File: src/rtl/bp_io_host_arbiter.sv
// ----------------------------------------------------------------------------
// bp_io_host_arbiter
//
// Lets num_req_p requesters share the single host I/O command/response port.
// Commands are picked round-robin and placed in a one-entry registered output
// stage. The owner of every issued command goes into an in-order tag FIFO. The
// host answers in order, so the FIFO head always names the requester that
// owns the current response.
//
// Ports
//   clk_i, reset_n_i      clock, asynchronous active-low reset
//   req_cmd_i/_v_i        per-requester command (slice r) and valid
//   req_cmd_yumi_o        one-hot (or zero) command accept
//   req_resp_o            host response data, broadcast to all requesters
//   req_resp_v_o          one-hot (or zero) response valid
//   req_resp_ready_i      per-requester response ready
//   io_cmd_o/_v_o         registered command to host, valid
//   io_cmd_ready_i        host accepts the command (valid-ready)
//   io_resp_i/_v_i        host response and valid
//   io_resp_yumi_o        response consumed
//   idle_o                output stage empty and no command outstanding
//   err_o                 sticky: response arrived with nothing outstanding
// ----------------------------------------------------------------------------
module bp_io_host_arbiter #(
    parameter int num_req_p         = 4,
    parameter int msg_width_p       = 128,
    parameter int max_outstanding_p = 4
) (
    input  logic                             clk_i,
    input  logic                             reset_n_i,

    input  logic [num_req_p*msg_width_p-1:0] req_cmd_i,
    input  logic [num_req_p-1:0]             req_cmd_v_i,
    output logic [num_req_p-1:0]             req_cmd_yumi_o,

    output logic [msg_width_p-1:0]           req_resp_o,
    output logic [num_req_p-1:0]             req_resp_v_o,
    input  logic [num_req_p-1:0]             req_resp_ready_i,

    output logic [msg_width_p-1:0]           io_cmd_o,
    output logic                             io_cmd_v_o,
    input  logic                             io_cmd_ready_i,

    input  logic [msg_width_p-1:0]           io_resp_i,
    input  logic                             io_resp_v_i,
    output logic                             io_resp_yumi_o,

    output logic                             idle_o,
    output logic                             err_o
);

    localparam int tag_width_lp = (num_req_p > 1) ? $clog2(num_req_p) : 1;
    localparam int ptr_width_lp = (max_outstanding_p > 1) ? $clog2(max_outstanding_p) : 1;
    localparam int cnt_width_lp = $clog2(max_outstanding_p + 1);

    typedef logic [tag_width_lp-1:0] tag_t;
    typedef logic [ptr_width_lp-1:0] ptr_t;
    typedef logic [cnt_width_lp-1:0] cnt_t;

    // Output stage and arbitration state
    logic [msg_width_p-1:0] cmd_r;
    logic                   cmd_v_r;
    tag_t                   last_r;

    // Tag FIFO
    tag_t tag_mem [max_outstanding_p];
    ptr_t wr_ptr_r;
    ptr_t rd_ptr_r;
    cnt_t count_r;
    logic err_r;

    logic tag_full;
    logic tag_empty;
    tag_t head;

    logic can_load;
    logic drain;
    logic grant_v;
    tag_t grant_idx;
    logic grant_fire;
    logic resp_live;
    int   idx;

    function automatic ptr_t ptr_next(ptr_t p);
        return (p == ptr_t'(max_outstanding_p - 1)) ? '0 : ptr_t'(p + ptr_t'(1));
    endfunction

    assign tag_full  = (count_r == cnt_t'(max_outstanding_p));
    assign tag_empty = (count_r == '0);
    assign head      = tag_mem[rd_ptr_r];

    // A full FIFO blocks the grant even when a response pops in the same cycle.
    assign drain    = cmd_v_r & io_cmd_ready_i;
    assign can_load = (~cmd_v_r | io_cmd_ready_i) & ~tag_full;

    // Gating with reset keeps yumi low while reset is asserted, even though
    // the stage reads as free then.
    assign grant_fire = grant_v & can_load & reset_n_i;

    // Round-robin search starting one past the last grant. Walking the offsets
    // from farthest to nearest lets the nearest valid requester win last.
    // NOTE: every always_comb output gets a default first, so no path can
    // leave a value unassigned and infer a latch.
    always_comb begin
        grant_v   = 1'b0;
        grant_idx = '0;
        idx       = 0;
        for (int i = num_req_p; i >= 1; i--) begin
            idx = (int'(last_r) + i) % num_req_p;
            if (req_cmd_v_i[tag_t'(idx)]) begin
                grant_v   = 1'b1;
                grant_idx = tag_t'(idx);
            end
        end
    end

    // Responses route purely combinationally to the requester at the head.
    assign resp_live      = io_resp_v_i & ~tag_empty;
    assign io_resp_yumi_o = resp_live & req_resp_ready_i[head];
    assign req_resp_o     = io_resp_i;

    always_comb begin
        req_cmd_yumi_o = '0;
        req_resp_v_o   = '0;
        for (int r = 0; r < num_req_p; r++) begin
            req_cmd_yumi_o[r] = grant_fire && (grant_idx == tag_t'(r));
            req_resp_v_o[r]   = resp_live && (head == tag_t'(r));
        end
    end

    assign io_cmd_o   = cmd_r;
    assign io_cmd_v_o = cmd_v_r;
    assign idle_o     = ~cmd_v_r & tag_empty;
    assign err_o      = err_r;

    // NOTE: sequential state uses non-blocking assignments so every register
    // samples the pre-edge values regardless of statement order.
    always_ff @(posedge clk_i or negedge reset_n_i) begin
        if (!reset_n_i) begin
            cmd_v_r  <= 1'b0;
            last_r   <= tag_t'(num_req_p - 1);
            wr_ptr_r <= '0;
            rd_ptr_r <= '0;
            count_r  <= '0;
            err_r    <= 1'b0;
        end else begin
            if (grant_fire) begin
                cmd_v_r <= 1'b1;
                last_r  <= grant_idx;
            end else if (drain) begin
                cmd_v_r <= 1'b0;
            end

            if (grant_fire) begin
                wr_ptr_r <= ptr_next(wr_ptr_r);
            end
            if (io_resp_yumi_o) begin
                rd_ptr_r <= ptr_next(rd_ptr_r);
            end

            unique case ({grant_fire, io_resp_yumi_o})
                2'b10:   count_r <= count_r + cnt_t'(1);
                2'b01:   count_r <= count_r - cnt_t'(1);
                default: count_r <= count_r;
            endcase

            if (io_resp_v_i && tag_empty) begin
                err_r <= 1'b1;
            end
        end
    end

    // NOTE: the command payload and tag storage carry no reset; their
    // contents are only looked at while cmd_v_r or count_r says they are live.
    always_ff @(posedge clk_i) begin
        if (grant_fire) begin
            cmd_r             <= req_cmd_i[grant_idx*msg_width_p +: msg_width_p];
            tag_mem[wr_ptr_r] <= grant_idx;
        end
    end

endmodule

File: config.mk
export PLATFORM = sky130hd
export DESIGN_NAME = bp_io_host_arbiter
export DESIGN_NICKNAME = d
export VERILOG_FILES = /design/src/rtl/bp_io_host_arbiter.sv
export SDC_FILE = /design/constraint.sdc
export NUM_CORES = 1
export LEC_CHECK = 0
export BUFFER_PORTS_ARGS = -buffer_cell sky130_fd_sc_hd__buf_2
export CAP_MARGIN = 20
export CORE_AREA = 2 2 362 364
export DETAILED_ROUTE_END_ITERATION = 12
export DIE_AREA = 0 0 364 366
export PLACE_DENSITY_LB_ADDON = 0.2
export SLEW_MARGIN = 40
export SYNTH_ARGS = -nofsm -noshare
export SYNTH_HDL_FRONTEND = slang
export SYNTH_SLANG_ARGS = --single-unit
export TNS_END_PERCENT = 10
File: constraint.sdc
create_clock -name clk_i -period 7.7 [get_ports clk_i]
set_clock_uncertainty 0.15 [all_clocks]
set_input_delay 0.77 -clock clk_i [delete_from_list [all_inputs] [get_ports clk_i]]
set_output_delay 0.77 -clock clk_i [all_outputs]
set_load 0.02 [all_outputs]
==> summary.md, run 1 <==
| Metric | Value |
|---|---|
| Status | `finished, final reports clean` |
| Worst skew pair latency | `0.52 ns` |
| Initial Util | `0.07792` |
| RSZ-0062 raised after global routing | `no` |
| Period Utilization, post-route | `0.4947` |
| TritonRoute pass-1 iters | `4` |
| Clock slew at reported path FFs | `roughly 0.070 ns` |
| Crit. End Element | `primary output` |
| Slew HR | `0.4844` |
| Main synth FF type | `edfxtp_1` |
| Die ar. | `133200 um^2` |
| P_leak | `between 6 and 7 nW` |
| # fillers | `14770` |
| Distinct cells, synth | `37` |
| CTS tree | `built` |
| Initial antenna violation count | `4` |
| Crit start category | `input pin` |
| Grt ovf | `0` |
| DRT iter0 DRCs | `approximately 240` |
| Critical path fanouts, max | `31` |
| YS warnings | `0` |
| DRT Wirelength | `roughly 45 mm` |
| Minimum clock period | `3.809 ns` |
| Yosys reg bits | `147` |
| Critical Path AT | `2.89 ns` |
| CTS Buffer Depth | `2` |
| Netlist Area Pre-Place | `10050 um^2` |
| Number of synthesized flops with an enable pin | `136` |
| # DRC | `0` |
| Share of cells above drive strength 1 | `0.5482` |
| Fin Setup TNS | `0 ns` |
| Max incr delay on CP | `0.54 ns` |
| Final std cells w/o fill | `3048` |
| Syn nets | `1430` |
| Mapped Cells | `771` |
| H-tree levels | `4` |
| IO buf count | `about 660` |
| Clock sinks | `147` |
| Routed vias/inst | `2.641` |
| Num rows | `132` |
| Critical-path top delay cell | `dlygate4sd3_1` |
| PD cells | `290.4 nW/um^2` |
| Actual slew at the worst max-slew pin | `0.7734 ns` |
| Final hold viol count | `0` |
| Fmax | `262.5 MHz` |
| Global Route Usage Sum | `0.06514` |
| Vias in the first global route | `about 8900` |
| Nets | `roughly 2000` |
| Worst vdd ir | `198.7 uV` |
| Hold WC Path Type | `reg2reg` |
| Syn_area_per_cell | `13.04 um^2` |
| Die W | `around 360 um` |
| Share of the synthesized area in the top cell type | `0.4063` |
| Die Y | `366 um` |
| TritonCTS Buffers | `17` |
| Fin. max-slew vios | `0` |
| Asr flop ratio synth | `0.07483` |
| Final-report setup violation count | `0` |
| Core area | `129000 um^2` |
| MaxCap Viol Count | `0` |
| Setup CP Type | `in2out` |
| Vias post-DR | `~8100` |
| Final GP Congestion | `0.7714` |
| Root Buffer | `clkbuf_16` |
| Post-DRT Antenna Nets | `0` |
| Design Power | `4.347 mW` |
| Largest net degree at the start of global routing | `roughly 120` |
| First-pass GRT wire length | `60.20 mm` |
| Area grow syn2layout | `48.91%` |
| Seq/Total Area, Yosys | `0.4340` |
| Most common cell in the synthesized netlist | `mux2i_1` |
| Synth cell count leaders | `388 x mux2i_1, 136 x edfxtp_1, 130 x buf_4, 22 x buf_6, 20 x buf_2` |
| Post-DP HPWL | `between 30 and 40 mm` |
| DR WL/cell | `14.65 um` |
| N_diodes | `0` |
| Worst-path cell chain | `dlygate4sd3_1, buf_2, o2111ai_2, inv_6, nand2_1, nor2_1, buf_2` |
| Crit-path most repeated cell | `buf_2` |
| Top cells by area, synth | `edfxtp_1 41%, mux2i_1 39%, buf_4 9.7%` |
| WP data required | `6.78 ns` |
| Post-synth top area cell | `edfxtp_1` |
| Io pins | `920` |
| Dpl cells | `3014` |
[stage by stage]
stage	cell area [um^2]	util	hold slack (ns)	worst slack, ns
6_report	14970	0.1160	0.3310	3.891
5_1_grt	14970	0.1160	0.3409	3.612
4_1_cts	14940	0.1158	0.2871	3.759
3_5_place_dp	14350	0.1113	0.3068	4.158
3_3_place_gp	14340	0.1112	0.3209	4.061
2_1_floorplan	10050	-	0.3244	3.569
[cells by family (layout without fill, tap and decap cells)]
family | after synthesis | in the layout | share of synthesized area
multiplexers | 393 | 393 | 0.3942
buffers and inverters | 180 | 715 | 0.1347
flip-flops | 147 | 147 | 0.4340
AND/OR/NAND/NOR | 30 | 30 | 0.01594
AO/OA/AOI/OAI | 11 | 11 | 0.009087
adder cells (fa/ha/maj) | 7 | 7 | 0.009461
XOR/XNOR | 3 | 3 | 0.002615
[sequential cells by signal, indices dropped and copies added (netlist names)]
signal	flops
wr_ptr_r	2
io_cmd_v_o	1
tag_mem	8
last_r	2
rd_ptr_r	2
err_o	1
io_cmd_o	128
count_r	3
[where the power goes]
part           total, mW  internal [mW]  switching [mW]  leakage, nW
registers           1.35           1.24           0.107         1.41
logic               2.12          0.881            1.24         5.19
clock network      0.879          0.448           0.431        0.285
[layout make-up]
cell class | count | area (um^2) | area share
clock buffers | 19 | 464.2 | 0.03101
flip-flops and latches | 147 | 4362 | 0.2914
repair buffers | 675 | 3467 | 0.2316
inverters | 8 | 35.03 | 0.002341
clock inverters | 13 | 111.4 | 0.007440
well taps | 1742 | 2180 | 0.1456
multi-input cells | 444 | 4348 | 0.2905
[routing by layer]
| layer | part of all wire | track usage | up-vias |
|---|---|---|---|
| met5 | 0.00092 | 0 | - |
| met4 | 0.033 | 0.03495 | 6 |
| met3 | 0.095 | 0.02654 | 87 |
| met2 | 0.54 | 0.1222 | 459 |
| met1 | 0.33 | 0.05893 | 3714 |
| li1 | - | - | 3784 |
[placed cells by master (no fill, tap or decap), types with 2 or more instances in the layout]
master	count
mux4_2	2
nand2_1	5
inv_8	2
buf_4	5
dfrtp_1	9
nor2_1	7
clkinv_4	3
mux2_1	3
buf_2	663
nand2b_1	4
inv_1	7
nor2b_1	2
dfstp_2	2
and2_1	4
xnor2_1	2
mux2i_1	388
edfxtp_1	136
buf_6	3
ha_1	6
nor3_1	2
buf_12	2
clkbuf_16	18
o21ai_0	2
inv_6	6
[critical path, delay by kind of cell]
family	cells	cell delay (ns)
buf+inv	4	1.41
compound gates	1	0.36
simple gates	2	0.33
[final timing paths]
| kind | startpoint | end | slack [ns] | depth (start not counted) |
|---|---|---|---|---|
| setup / recovery | reset_n_i | req_cmd_yumi_o[2] | 3.89 | 7 |
| hold / removal | err_o | err_o | 0.33 | 1 |
| setup reg to reg | last_r[1] | io_cmd_o[33] | 4.56 | 7 |
| hold reg to reg | err_o | err_o | 0.33 | 1 |
| max in group asynchronous | reset_n_i | last_r[0] | 6.56 | 2 |
| min in group asynchronous | reset_n_i | io_cmd_v_o | 0.54 | 2 |
[repair_timing]
item	in CTS	in global routing
buffers inserted	0	0
endpoints found under the setup margin	0	0
hold buffers	1	0
gates resized for setup	0	0
endpoints found under the hold margin	9	0
Power figures use the tool's default switching activity.
==> run 2: changes to the inputs <==
Settings changed: ABC_AREA from default to 1, CORE_AREA 2 2 362 364 to 2 2 361 363, DIE_AREA 0 0 364 366 to 0 0 363 365.
Clock period 7.7 ns to 3.4 ns, I/O delays scaled along.
==> summary.md, run 2 <==
| Metric | Value |
|---|---|
| Largest net degree at the start of global routing | `95 (-18%)` |
| Initial antenna violation count | `23 (+19)` |
| Asr flop ratio synth | `0.07483 (unchanged)` |
| Global Route Usage Sum | `0.1231 (+0.05792)` |
| CTS tree | `built` |
| Placed Area | `16710 um^2 (+16%)` |
| Share of cells above drive strength 1 | `0.3906 (-0.1577)` |
| P_leak | `8.817 nW (+28%)` |
| Fmax | `314.7 MHz` |
| Mapped Cells | `1707 (+120%)` |
| DRT Wirelength | `85.12 mm (+91%)` |
| Clock sinks | `147 (unchanged)` |
| Vias post-DR | `13760 (+71%)` |
| Number of synthesized flops with an enable pin | `136 (unchanged)` |
| Post-place setup slack | `0.5338 ns (-3.624 ns)` |
| Fin. max-slew vios | `0 (unchanged)` |
| Actual slew at the worst max-slew pin | `0.7459 ns (-0.02747 ns)` |
| Top cells by area, synth | `edfxtp_1 33%, nand2_1 21%, nand3_1 17%` |
| Critical Path AT | `3.31 ns (+0.42 ns)` |
| Final hold viol count | `0 (unchanged)` |
| Routed vias/inst | `3.520 (+33%)` |
| Syn nets | `2366 (+65%)` |
| Setup CP Type | `reg2reg` |
| DR WL/cell | `21.77 um (+49%)` |
| Final-report setup violation count | `0 (unchanged)` |
| Clock slew at reported path FFs | `0.08 ns (about the same)` |
| Core area | `128700 um^2 (-0.26%)` |
| TritonRoute pass-1 iters | `6 (+2)` |
| Post-DRT Antenna Nets | `0 (unchanged)` |
| Status | `finished, final reports clean` |
| Hold WC Path Type | `in2reg` |
| DRT iter0 DRCs | `697 (+190%)` |
| Nets | `2871 (+47%)` |
| Fin Setup TNS | `0 ns (unchanged)` |
| Fin area | `17630 um^2 (+18%)` |
| Worst skew pair latency | `0.52 ns (about the same)` |
| Dpl cells | `3835 (+27%)` |
| Yosys reg bits | `147 (unchanged)` |
| Grt ovf | `0 (unchanged)` |
| Fin worst setup slack | `0.2227 ns (-3.668 ns)` |
| PD cells | `1301 nW/um^2 (+350%)` |
| Period Utilization, post-route | `0.9345` |
| Most common cell in the synthesized netlist | `nand2_1` |
| Slew HR | `0.5027 (+0.01832)` |
| Minimum clock period | `3.177 ns` |
| Final GP Congestion | `0.8330 (+8.0%)` |
| Share of the synthesized area in the top cell type | `0.3267 (-0.07966)` |
| Die Y | `365 um (-0.27%)` |
| IO buf count | `663 (unchanged)` |
| CTS Buffer Depth | `2 (unchanged)` |
| Seq/Total Area, Yosys | `0.3489 (-0.08508)` |
| Netlist Area Pre-Place | `12500 um^2 (+24%)` |
| Commonest non-fill, non-tap cell in the layout | `nand2_1` |
| # DRC | `0 (unchanged)` |
| WP data required | `3.53 ns (-3.25 ns)` |
| Post-synth top area cell | `edfxtp_1` |
| Number of flip-flops in the largest register | `128 (unchanged)` |
| Synth cell count leaders | `690 x nand2_1, 429 x nand3_1, 172 x buf_4, 136 x edfxtp_1, 92 x nand3_2` |
| Num rows | `132 (unchanged)` |
| Finished Core Util | `0.1370 (+0.02101)` |
| Root Buffer | `clkbuf_16` |
| MaxCap Viol Count | `0 (unchanged)` |
| Crit. End Element | `flip-flop` |
| Final std cells w/o fill | `3909 (+28%)` |
| Initial Util | `0.09717 (+0.01925)` |
| Worst vdd ir | `1060 uV (+430%)` |
| Area grow syn2layout | `41.03%` |
| Die ar. | `132500 um^2 (-0.55%)` |
| RSZ-0062 raised after global routing | `no` |
| Post-DP HPWL | `69.13 mm (+85%)` |
| First-pass GRT wire length | `113.3 mm (+88%)` |
| Design Power | `22.93 mW (+430%)` |
| Hold slack | `0.05831 ns (-0.2727 ns)` |
| Critical path fanouts, max | `44 (+42%)` |
| H-tree levels | `4 (unchanged)` |
| Vias in the first global route | `13920 (+57%)` |
| TritonCTS Buffers | `17 (unchanged)` |
| YS warnings | `0 (unchanged)` |
| Die W | `363 um (-0.27%)` |
| Main synth FF type | `edfxtp_1` |
| Crit start category | `flip-flop` |
| Syn_area_per_cell | `7.324 um^2 (-44%)` |
| Distinct cells, synth | `31 (-16%)` |
| Commonest cells after routing, fill and taps aside | `687 x nand2_1, 663 x buf_2, 429 x nand3_1, 136 x edfxtp_1, 90 x nand3_2` |
| Io pins | `920 (unchanged)` |
[run 2: cell count changes in the layout (fill, tap and decap cells not counted), sizes merged, moves of 7 or more]
| cell | delta |
|---|---|
| dlygate4sd3 | +32 |
| nand3 | +521 |
| diode | +9 |
| nand2 | +695 |
| buf | +48 |
| mux2i | -388 |
| o21ai | +7 |
| inv | +16 |
[run 2: power breakdown]
group	internal, mW	switching (mW)
clock	0.955	1.01
combinational	5.29	11.6
sequential	3.78	0.324
total	10.0	12.9
[run 2: worst max-delay path, stage by stage (launching register included)]
cell and delay (ns):
dfstp_4 0.73, inv_8 0.07, nand2_1 0.08, nand2_1 0.08, nand2_1 0.08, nand2_1 0.11
inv_1 0.12, nand3_4 0.12, buf_12 0.20, buf_12 0.26, nand3_1 0.12, nand2_1 0.06
dlygate4sd3_1 0.55, nand2_1 0.06, nand2_1 0.05
[run 2: area by class of cell]
| type | instances | area, um^2 |
|---|---|---|
| diodes | 9 | 22.52 |
| clock buffers | 18 | 439.2 |
| clock inverters | 14 | 105.1 |
| fillers | 15030 | 111000 |
| inverters | 28 | 122.6 |
| multi-input cells | 1263 | 6062 |
| flip-flops and latches | 147 | 4365 |
| well taps | 1675 | 2096 |
| repair buffers | 755 | 4419 |
[run 2: worst paths after layout]
kind                           startpoint       endpoint  slack [ns]  cells after the start
setup / recovery                last_r[0]  io_cmd_o[110]        0.22                     14
hold / removal             req_cmd_i[462]   io_cmd_o[78]        0.06                      5
max in group asynchronous       reset_n_i      last_r[1]        2.70                      3
hold reg to reg                     err_o          err_o        0.31                      1
min in group asynchronous       reset_n_i    wr_ptr_r[1]        0.16                      3
setup reg to reg                last_r[0]  io_cmd_o[110]        0.22                     14
[run 2: cells by family after synthesis]
logic type,after synthesis,synth area share
AO/OA/AOI/OAI,14,0.006405
XOR/XNOR,2,0.001401
AND/OR/NAND/NOR,1240,0.4666
buffers and inverters,297,0.1691
flip-flops,147,0.3489
adder cells (fa/ha/maj),7,0.007606
[run 2: timing repair]
item / CTS / global route
endpoints found under the hold margin: 36 / 0
pin swaps: 0 / 0
buffers inserted: 0 / 0
hold buffers: 33 / 0
setup endpoints to repair: 2 / 5
resized for setup: 1 / 4
[run 2: per-layer routing]
layer	global-route usage	routed length, um
met1	0.1200	28980
met2	0.2178	43270
met3	0.05337	8495
met4	0.06899	4298
met5	0.001089	69
